[config.mk]
export PLATFORM = sky130hd
export DESIGN_NAME = gate_vector_sequencer
export DESIGN_NICKNAME = d
export VERILOG_FILES = /design/src/rtl/gate_vector_sequencer.sv
export SDC_FILE = /design/constraint.sdc
export NUM_CORES = 1
export LEC_CHECK = 0
export BUFFER_PORTS_ARGS = -buffer_cell sky130_fd_sc_hd__buf_2
export CORE_MARGIN = 2
export CORE_UTILIZATION = 38
export CTS_CLUSTER_DIAMETER = 150
export DETAILED_ROUTE_END_ITERATION = 8
export GPL_TIMING_DRIVEN = 1
export PLACE_DENSITY = 0.68
export SLEW_MARGIN = 20
export SYNTH_ARGS = -nofsm -noshare
export SYNTH_HDL_FRONTEND = slang
export SYNTH_SLANG_ARGS = --single-unit
[constraint.sdc]
create_clock -name clk -period 4.36 [get_ports clk]
set_clock_uncertainty 0.1 [all_clocks]
set_input_delay 0.218 -clock clk [delete_from_list [all_inputs] [get_ports clk]]
set_output_delay 0.218 -clock clk [all_outputs]
set_load 0.05 [all_outputs]
[src/rtl/gate_vector_sequencer.sv]
// rtl/gate_vector_sequencer.sv - Built-in self-test sequencer for the two-input basic gate block
//
// Drives all four {a,b} combinations into the gate block, lets each vector
// settle for SETTLE_CYCLES cycles, samples the eight gate outputs and compares
// them against the fixed truth table. Reports pass/fail per vector.
//
// Ports:
//   clk        in   1   clock, rising edge
//   rst_n      in   1   asynchronous active-low reset
//   start      in   1   sweep request, honoured only when idle
//   a, b       out  1   gate block inputs
//   gate_in    in   8   {nota,notb,or,nor,and,nand,xor,xnor}, [7]=nota
//   busy       out  1   sweep in progress (excludes the done cycle)
//   done       out  1   one-cycle pulse when results become valid
//   pass       out  1   all four vectors matched
//   fail_vec   out  4   bit i set when vector {a,b}=i mismatched
//   err_count  out  3   number of mismatched vectors
//   capture    out  32  raw samples, capture[8*i+:8] for vector i

module gate_vector_sequencer #(
    parameter int unsigned SETTLE_CYCLES = 2
) (
    input  logic        clk,
    input  logic        rst_n,
    input  logic        start,
    output logic        a,
    output logic        b,
    input  logic [7:0]  gate_in,
    output logic        busy,
    output logic        done,
    output logic        pass,
    output logic [3:0]  fail_vec,
    output logic [2:0]  err_count,
    output logic [31:0] capture
);

    // A settle time of zero still needs one cycle for a,b to reach the block.
    localparam int unsigned SETTLE_EFF = (SETTLE_CYCLES < 1) ? 1 : SETTLE_CYCLES;
    localparam int unsigned CNT_W      = (SETTLE_EFF > 1) ? $clog2(SETTLE_EFF) : 1;
    localparam logic [CNT_W-1:0] CNT_LAST = CNT_W'(SETTLE_EFF - 1);

    typedef enum logic [1:0] {
        S_IDLE   = 2'd0,
        S_SETTLE = 2'd1,
        S_SAMPLE = 2'd2,
        S_DONE   = 2'd3
    } state_t;

    state_t            state_q, state_d;
    logic [1:0]        idx_q, idx_d;
    logic [1:0]        ab_q, ab_d;
    logic [CNT_W-1:0]  cnt_q, cnt_d;
    logic [31:0]       capture_q, capture_d;
    logic [3:0]        fail_vec_q, fail_vec_d;
    logic [2:0]        err_count_q, err_count_d;
    logic              pass_q, pass_d;

    logic              mismatch;
    logic [2:0]        err_next;

    // Expected gate outputs for vector {a,b}=i.
    function automatic logic [7:0] exp_vec(input logic [1:0] i);
        logic [7:0] r;
        case (i)
            2'd0:    r = 8'hD5;
            2'd1:    r = 8'hA6;
            2'd2:    r = 8'h66;
            default: r = 8'h29;
        endcase
        return r;
    endfunction

    always_comb begin
        state_d     = state_q;
        idx_d       = idx_q;
        ab_d        = ab_q;
        cnt_d       = cnt_q;
        capture_d   = capture_q;
        fail_vec_d  = fail_vec_q;
        err_count_d = err_count_q;
        pass_d      = pass_q;

        mismatch    = (gate_in != exp_vec(idx_q));
        err_next    = err_count_q + {2'b00, mismatch};

        case (state_q)
            S_IDLE: begin
                if (start) begin
                    state_d     = S_SETTLE;
                    idx_d       = 2'd0;
                    ab_d        = 2'b00;
                    cnt_d       = '0;
                    capture_d   = '0;
                    fail_vec_d  = '0;
                    err_count_d = '0;
                    pass_d      = 1'b0;
                end
            end
            S_SETTLE: begin
                if (cnt_q == CNT_LAST) begin
                    state_d = S_SAMPLE;
                    cnt_d   = '0;
                end else begin
                    cnt_d = cnt_q + 1'b1;
                end
            end
            S_SAMPLE: begin
                capture_d[{idx_q, 3'b000} +: 8] = gate_in;
                if (mismatch) begin
                    fail_vec_d[idx_q] = 1'b1;
                end
                err_count_d = err_next;
                if (idx_q == 2'd3) begin
                    state_d = S_DONE;
                    // Includes this final compare, so pass is valid in the done cycle.
                    pass_d  = (err_next == 3'd0);
                end else begin
                    state_d = S_SETTLE;
                    idx_d   = idx_q + 2'd1;
                    ab_d    = idx_q + 2'd1;
                    cnt_d   = '0;
                end
            end
            S_DONE: begin
                state_d = S_IDLE;
                ab_d    = 2'b00;
            end
            default: begin
                state_d = S_IDLE;
            end
        endcase
    end

    always_ff @(posedge clk or negedge rst_n) begin
        if (!rst_n) begin
            state_q     <= S_IDLE;
            idx_q       <= 2'd0;
            ab_q        <= 2'b00;
            cnt_q       <= '0;
            capture_q   <= '0;
            fail_vec_q  <= '0;
            err_count_q <= '0;
            pass_q      <= 1'b0;
        end else begin
            state_q     <= state_d;
            idx_q       <= idx_d;
            ab_q        <= ab_d;
            cnt_q       <= cnt_d;
            capture_q   <= capture_d;
            fail_vec_q  <= fail_vec_d;
            err_count_q <= err_count_d;
            pass_q      <= pass_d;
        end
    end

    assign a         = ab_q[1];
    assign b         = ab_q[0];
    assign busy      = (state_q == S_SETTLE) || (state_q == S_SAMPLE);
    assign done      = (state_q == S_DONE);
    assign pass      = pass_q;
    assign fail_vec  = fail_vec_q;
    assign err_count = err_count_q;
    assign capture   = capture_q;

endmodule

; ---- Word level (Yosys, flattened, before mapping)
; Cells that the tools add are included.
[classes]
n_addsub = 4
order_cmp = 2
n_eq_ne = 12
n_shift = 2
n_mux = 25
bitwise_logic = 1
n_reduce_logical = 15
[ops]
columns = op, n
row1 = $pmux 32 s2, 1
row2 = $bwmux 32, 1
row3 = $mux 32, 1
row4 = $shift 8x7->32 const A, 1
row5 = $shiftx 8x7->32, 1
row6 = $pmux 8 s3, 1
row7 = $reduce_and 3->1, 5
row8 = $mux 2, 5
row9 = $ne 2x2->1 const B, 5
row10 = $eq 2x2->1 const B, 4
row11 = $mux 4, 2
row12 = $ne 8x8->1, 1
row13 = $pmux 2 s4, 1
row14 = $pmux 4 s2, 1
row15 = $neg 5->7, 1
row16 = $pmux 2 s3, 1
row17 = $pmux 3 s2, 1
row18 = $reduce_bool 3->1, 2
row19 = $mux 1, 5
row20 = $eq 2x1->1 const B, 2
row21 = $logic_not 2->1, 2
row22 = $or 4x4->4, 1
row23 = $pmux 2 s2, 1
row24 = $reduce_and 2->1, 2
row25 = 13 further kinds, 13
[totals]
regBits = 47

; ---- Longest topological paths before layout
; Gate-level depths: netlist of run 1.
[logic_depth]
depth_word = 7
ltp_mapped = 14

; ---- Worst setup path after synthesis of run 1
; OpenSTA, ideal clock, no wires.
[synth_path]
kind = reg2reg
from = register idx_q[0]
to = register pass_q (netlist: pass)
setup_ns = 0.077
arrival_time_ns = 2.566
slack_ns = 1.617
path_stages_with_launch = 12
n_path_buf = 0
synth_period_minus_slack_ns = 2.743
cell_sequence = dfrtp_1 inv_1 ha_1 nor3b_1 o22ai_1 nor3_2 inv_1 ha_1 ha_1 nor4_1 mux2i_1 o21ai_1
[synth_between]
elab_chain_len = 7
word_cells_on_any_way = 12
classes_between = add/sub (1) / eq/ne (5) / mux (3) / reduce/logical (3)
[synth_lines]
columns = item, line_no
row1 = start: declaration, 50  ; logic [1:0] idx_q, idx_d;
row2 = start signal: assignment, 146  ; idx_q <= idx_d;
row3 = $eq 2x2->1 (tied with other cells), 64  ; case (i)
row4 = $pmux 8 s3, 64
row5 = $ne 8x8->1, 83  ; mismatch = (gate_in != exp_vec(idx_q));
row6 = $add 3x1->3, 84  ; err_next = err_count_q + {2'b00, mismatch};
row7 = $logic_not 3->1, 116  ; pass_d = (err_next == 3'd0);
row8 = $mux 1, 113  ; if (idx_q == 2'd3) begin
row9 = $pmux 1 s2, 86  ; case (state_q)
row10 = end signal: assignment, 152  ; pass_q <= pass_d;
row11 = end: declaration, 56  ; logic pass_q, pass_d;
; Several ways; a longest one is shown, not always the timed one. The select of a mux whose other input is x is not followed.
; A chain may end at the register's enable or synchronous reset.

; ---- Final worst setup path of run 1
; Same ends and word-level chain as after synthesis.

==> metrics.cfg, run 1 <==
[drt]
totalWireLength_mm=4.98
viasPerCell=5.33
wl_per_cell_um=16.0
drc=0
num_vias=1658
drtIter0Drc=61
drt-pass1-iter-count=4
ant_nets=0

[worst_setup_path]
cpPeakStageDelay_ns=0.56
cp.depth=13
critical_path.startpoint=idx_q[0]$_DFFE_PN0P_
cp_cell_sequence=inv_1 -> ha_1 -> inv_2 -> ha_1 -> nor2b_1 -> o21ai_1 -> nor3_2 -> inv_1 -> ha_1 -> ha_1 -> nor4_1 -> mux2i_1 -> o21ai_1
path_common_cell=ha_1
worst-r2r-cell-count=13
cp-endpoint=pass$_DFFE_PN0P_
path_class=flop to flop
r2r-end=pass$_DFFE_PN0P_
critPathBufInv=3
critPathTopFamily=adder cells
r2r_slack_ns=1.29
crit_arrival_ns=3.19
r2r_start=idx_q[0]$_DFFE_PN0P_
crit_required_ns=4.48
slowest_stage=dfrtp_1
start_kind=flop
critPathCaptureType=flop
crit_fanout=9

[synthesis]
yosysMostFrequentCell=dfrtp_1
synth_cell_types=39
avgSynthCellArea_um2=12.3
synth.largest_area_cell=dfrtp_1
syn-num-nets=204
synth_edf_count=0
yosys-top-cells-count=47 x dfrtp_1, 35 x a22o_1, 13 x ha_1
yosys.area.top_type_share_pct=53.0
syn_inst=180
synth_area_leaders=dfrtp_1 53%, a22o_1 14%, ha_1 7.3%
ys_seq_area_share_pct=53.0
syn_area_mm2=0.00222
synthFlopType=dfrtp_1
ys_warn_count=0
synth_seq_cells=47
async_flop_share_pct=100

[floorplanning]
die_h_um=80.5
dieArea_mm2=0.00647
start_util_pct=39.8
chipWidth_um=80.5
rows=27
ios=55
coreArea_mm2=0.00557

[sta]
period_share_pct=70.4
worstMarginPinSlew_ns=0.589
rsz0062_at_grt=no
max_slew_margin_pct=60.5
hold_viol=0
slew_viol_final=0
setup_viol=0
tns_ns=0
max_freq_mhz=326
layout_min_cycle_time_ns=3.07

[run]
maxCapViolations=0

[placement]
place_hpwl_mm=3.58
place.gp.congestion=0.783
place_area_mm2=0.00256
numPortBuffers=54

[layout]
final_nets=262
drive_gt1_share_pct=30.5
fin_area_mm2=0.00269
multi_input_area_um2=993
num-fill-cells=517
n_antenna_cell=0
regArea_mm2=0.00118
area_growth_syn_to_layout_pct=21.1

[global_routing]
antenna_found_initial=0
grt_max_degree=48
grt_pass1_wl_mm=8.16
grt_overflow=0
grt_pass1_vias=1625
grtUsageTotal_pct=16.6

[clocking]
cts_inserted_buffers=5
cts_tree=built
cts_max_level=2
cts_setup_buffers=0
path_clk_slew_ns=0.09
root_buffer=clkbuf_8
cts_max_path_buffers=2
worst_skew_pair.late_latency_ns=0.30
cts_sinks=47

[run_status]
status=complete, no violations

[pwr]
p_per_area_mw_per_mm2=698
peakVddDrop_v=0.000370
p_leak_uw=0.00137

[worst_hold_path]
hp-class=input port to flop
min-delay-start=gate_in[5]

## sequential cells by signal, indices dropped and copies added, names as in the netlist
register	count
capture	32
fail_vec	4
err_count	3
ab_q	2
idx_q	2
state_q	2
cnt_q	1
pass	1
## layer usage
layer / wire length (µm) / vias up / GRT usage (%)
met1: 2350 / 820 / 22.4
met3: 181 / 6 / 3.82
met4: 67 / 0 / 5.25
met2: 2390 / 37 / 26.4
li1: - / 795 / -
met5: 0 / - / 0
## cell families after synthesis
kind of cell / count (synthesis) / synth area share (%)
muxes: 4 / 2.08
and+or+nand+nor: 42 / 12.1
xor gates and xnor gates: 2 / 0.789
adders and majority gates: 13 / 7.32
DFF: 47 / 53.0
AOI/OAI and AO/OA: 61 / 22.4
buffers and inverters: 11 / 2.31
## repair_timing
action,4_1_cts,5_1_grt
hold buffers,0,1
gates resized for setup,0,0
endpoints found under the hold margin,0,47
## cells in the final DEF, fill, tap and decap left out, drive strengths merged, types with 3 or more instances in the layout
cell type / count
a22o: 35
a21oi: 5
nor3b: 3
nor2: 6
nor2b: 6
o22ai: 3
o21ai: 10
clkbuf: 6
dfrtp: 47
nor3: 4
nand2: 11
buf: 54
ha: 13
inv: 8
## layout make-up
| cell class | instances | share of cell area, % |
|---|---|---|
| flip-flops and latches | 47 | 43.7 |
| repair buffers | 55 | 10.5 |
| multi-input cells | 122 | 36.9 |
| clock buffers | 6 | 3.07 |
| well taps | 72 | 3.35 |
| inverters | 7 | 0.977 |
| clock inverters | 2 | 1.44 |
## metrics by stage
step | hold slack, ns | util (%) | setup slack, ns | power (µW) | std cells
after floorplan | -0.178 | - | 1.62 | 1350 | 180
after global placement | 0.349 | 45.9 | 1.41 | 1540 | 302
after detailed placement | 0.350 | 45.9 | 1.33 | 1550 | 302
after CTS | 0.0234 | 48.0 | 1.30 | 1890 | 310
after global routing | 0.105 | 48.3 | 0.946 | 1990 | 311
final | 0.0853 | 48.3 | 1.29 | 1880 | 311
## report_power, final
part / total (µW) / leakage, µW / internal, µW / switching, µW
Sequential: 591 / 0.000640 / 520 / 70.6
Clock: 335 / 0.0000618 / 189 / 147
Combinational: 951 / 0.000671 / 278 / 673
Total: 1880 / 0.00137 / 987 / 891
## worst min-delay path by stage
stage / to / slack [ns] / cells after the start
floorplan: ab_q[0]$_DFFE_PN0P_ / -0.18 / 0
global placement: state_q[0]$_DFFE_PN0P_ / 0.35 / 1
detailed placement: state_q[1]$_DFFE_PN0P_ / 0.35 / 1
CTS: state_q[1]$_DFFE_PN0P_ / 0.02 / 1
global route: capture[5]$_DFFE_PN0P_ / 0.11 / 2
finish: capture[5]$_DFFE_PN0P_ / 0.09 / 2
Note: power is estimated with default switching activity, not from simulation.
==> run 2: changes to the inputs <==
--- a/config.mk
+++ b/config.mk
@@ -5,13 +5,14 @@
 export SDC_FILE = /design/constraint.sdc
 export NUM_CORES = 1
 export LEC_CHECK = 0
+export ABC_AREA = 1
 export BUFFER_PORTS_ARGS = -buffer_cell sky130_fd_sc_hd__buf_2
 export CORE_MARGIN = 2
 export CORE_UTILIZATION = 38
 export CTS_CLUSTER_DIAMETER = 150
 export DETAILED_ROUTE_END_ITERATION = 8
 export GPL_TIMING_DRIVEN = 1
-export PLACE_DENSITY = 0.68
+export PLACE_DENSITY = 0.7
 export SLEW_MARGIN = 20
 export SYNTH_ARGS = -nofsm -noshare
 export SYNTH_HDL_FRONTEND = slang
==> constraint.sdc (replaced) <==
create_clock -name clk -period 2.55 [get_ports clk]
set_clock_uncertainty 0.1 [all_clocks]
set_input_delay 0.1275 -clock clk [delete_from_list [all_inputs] [get_ports clk]]
set_output_delay 0.1275 -clock clk [all_outputs]
set_load 0.05 [all_outputs]
==> run 2 against run 1 <==
- combinational power increased by 120%
- global-route usage is essentially flat
- worst setup slack got worse by 1.1 ns
- synthesized cell count is 54% higher
- final area up 8.7%
- clock power increased by 42%
- utilization rose by 0.86 points
- wire length up 9.3%
- maximum frequency rose by 30%
- critical path depth decreased by 1
- sequential share of layout area decreased by 3.5 points
- sequential cell count did not move
==> metrics.cfg, run 2 <==
[run_status]
status=complete, no violations

[floorplanning]
start_util_pct=39.7
rows=28
ios=55
coreArea_mm2=0.00596
chipWidth_um=82.9
die_h_um=82.9
dieArea_mm2=0.00688

[synthesis]
synth_cell_types=26
async_flop_share_pct=100
syn_area_mm2=0.00237
yosys.area.top_type_share_pct=49.7
ys_warn_count=0
avgSynthCellArea_um2=8.55
synth_area_leaders=dfrtp_1 50%, inv_1 7.6%, nand2_1 7.1%
yosys-top-cells-count=48 x inv_1, 47 x dfrtp_1, 45 x nand2_1
synth.largest_area_cell=dfrtp_1
syn-num-nets=301
synth_seq_cells=47
ys_seq_area_share_pct=49.7
synth_edf_count=0
yosysMostFrequentCell=inv_1
syn_inst=277
synthFlopType=dfrtp_1

[sta]
layout_min_cycle_time_ns=2.37
period_share_pct=92.8
max_slew_margin_pct=60.9
tns_ns=0
rsz0062_at_grt=no
slew_viol_final=0
fin_worst_hold_slack_ns=0.0132
worstMarginPinSlew_ns=0.586
setup_viol=0
hold_viol=0
max_freq_mhz=423

[run]
maxCapViolations=0

[clocking]
cts_sinks=47
cts_max_level=2
worst_skew_pair.late_latency_ns=0.30
cts_inserted_buffers=5
cts_max_path_buffers=2
root_buffer=clkbuf_8
path_clk_slew_ns=0.09
cts_tree=built

[layout]
largest_reg_flops=32
drive_gt1_share_pct=24.5
final_nets=370
area_growth_syn_to_layout_pct=23.6
final_cell_mix=53 x buf_2, 47 x inv_1, 47 x dfrtp_1
final_common_cell=buf_2
n_antenna_cell=0

[worst_setup_path]
start_kind=flop
cp_cell_sequence=inv_1 -> buf_4 -> ha_1 -> o21bai_1 -> nand2_1 -> nor2_1 -> nand2_1 -> ha_1 -> ha_1 -> nor3_2 -> nand3_1 -> o21ai_0
critPathTopFamily=adder cells
crit_arrival_ns=2.49
path_class=flop to flop
cpPeakStageDelay_ns=0.40
crit_fanout=5
crit_required_ns=2.68
critPathCaptureType=flop
critPathBufInv=2
slowest_stage=ha_1
path_common_cell=ha_1

[global_routing]
grt_max_degree=48
grt_pass1_vias=1979
grtUsageTotal_pct=16.5
antenna_found_initial=0
grt_overflow=0
grt_pass1_wl_mm=9.39

[placement]
place_hpwl_mm=4.05
place.gp.congestion=0.857
numPortBuffers=54

[worst_hold_path]
hp-class=input port to flop

[drt]
totalWireLength_mm=5.44
ant_nets=0
viasPerCell=4.82
drt-pass1-iter-count=4
drc=0
num_vias=2034
wl_per_cell_um=12.9
drtIter0Drc=180

[pwr]
peakVddDrop_v=0.000710
p_leak_uw=0.00149
p_per_area_mw_per_mm2=1240

-- run 2: area by class of cell --
cell class / count / area [µm²]
multi-input combinational: 176 / 995
timing repair buffer: 67 / 378
sequential: 47 / 1180
inverter: 49 / 184
clock buffer: 6 / 82.6
fill: 601 / 3030
clock inverter: 2 / 16.3
tap: 75 / 93.8
-- run 2: repair_timing --
item / in CTS / in global routing
hold buffers: 3 / 0
setup endpoints to repair: 0 / 2
buffers inserted: 0 / 1
endpoints found under the hold margin: 50 / 0
resized for setup: 0 / 3
-- run 2: power by group --
part	switching (µW)	leakage (µW)	total, µW	internal (µW)
clock network	254	0.0000474	475	221
logic	1540	0.000811	2130	590
registers	103	0.000634	1020	915
total	1890	0.00149	3620	1730
-- run 2: routing by layer --
layer | up-vias | track usage (%) | share of wire [%]
met5 | - | 0 | 0
met4 | 0 | 5.81 | 1.9
met3 | 12 | 3.28 | 3.9
met2 | 42 | 26.9 | 46
met1 | 943 | 22.0 | 48
li1 | 1037 | - | -
-- run 2: worst paths after layout --
path | start | to | slack [ns] | depth (start not counted)
setup / recovery | idx_q[0]$_DFFE_PN0P_ | pass$_DFFE_PN0P_ | 0.18 | 12
hold / removal | gate_in[4] | capture[4]$_DFFE_PN0P_ | 0.01 | 3
setup reg to reg | idx_q[0]$_DFFE_PN0P_ | pass$_DFFE_PN0P_ | 0.18 | 12
hold reg to reg | cnt_q$_DFFE_PN0P_ | cnt_q$_DFFE_PN0P_ | 0.40 | 2
max in group asynchronous | rst_n | ab_q[1]$_DFFE_PN0P_ | 1.69 | 2
min in group asynchronous | rst_n | capture[18]$_DFFE_PN0P_ | 0.26 | 2
-- run 2: logic make-up after synthesis --
group,Yosys count,synth area share [%]
AOI/OAI and AO/OA,52,13.2
xor gates and xnor gates,1,0.370
adders and majority gates,13,6.87
buffers and inverters,54,9.04
DFF,47,49.7
and+or+nand+nor,110,20.8
-- run 2: worst register-to-register path: stages (launching register included) --
cell and delay, ns:
dfrtp_1 0.34, inv_1 0.08, buf_4 0.16, ha_1 0.40
o21bai_1 0.15, nand2_1 0.06, nor2_1 0.13, nand2_1 0.07
ha_1 0.18, ha_1 0.30, nor3_2 0.17, nand3_1 0.08
o21ai_0 0.07
-- run 2: metrics by stage --
step	instance area [µm²]	util (%)	setup WS, ns	power, µW	std cells
2_1_floorplan	2370	-	0.0163	2620	277
3_3_place_gp	2770	46.5	0.169	3070	410
3_5_place_dp	2770	46.5	0.118	3110	410
4_1_cts	2900	48.7	0.0685	3610	421
5_1_grt	2930	49.1	0.0127	3900	422
6_report	2930	49.1	0.185	3620	422
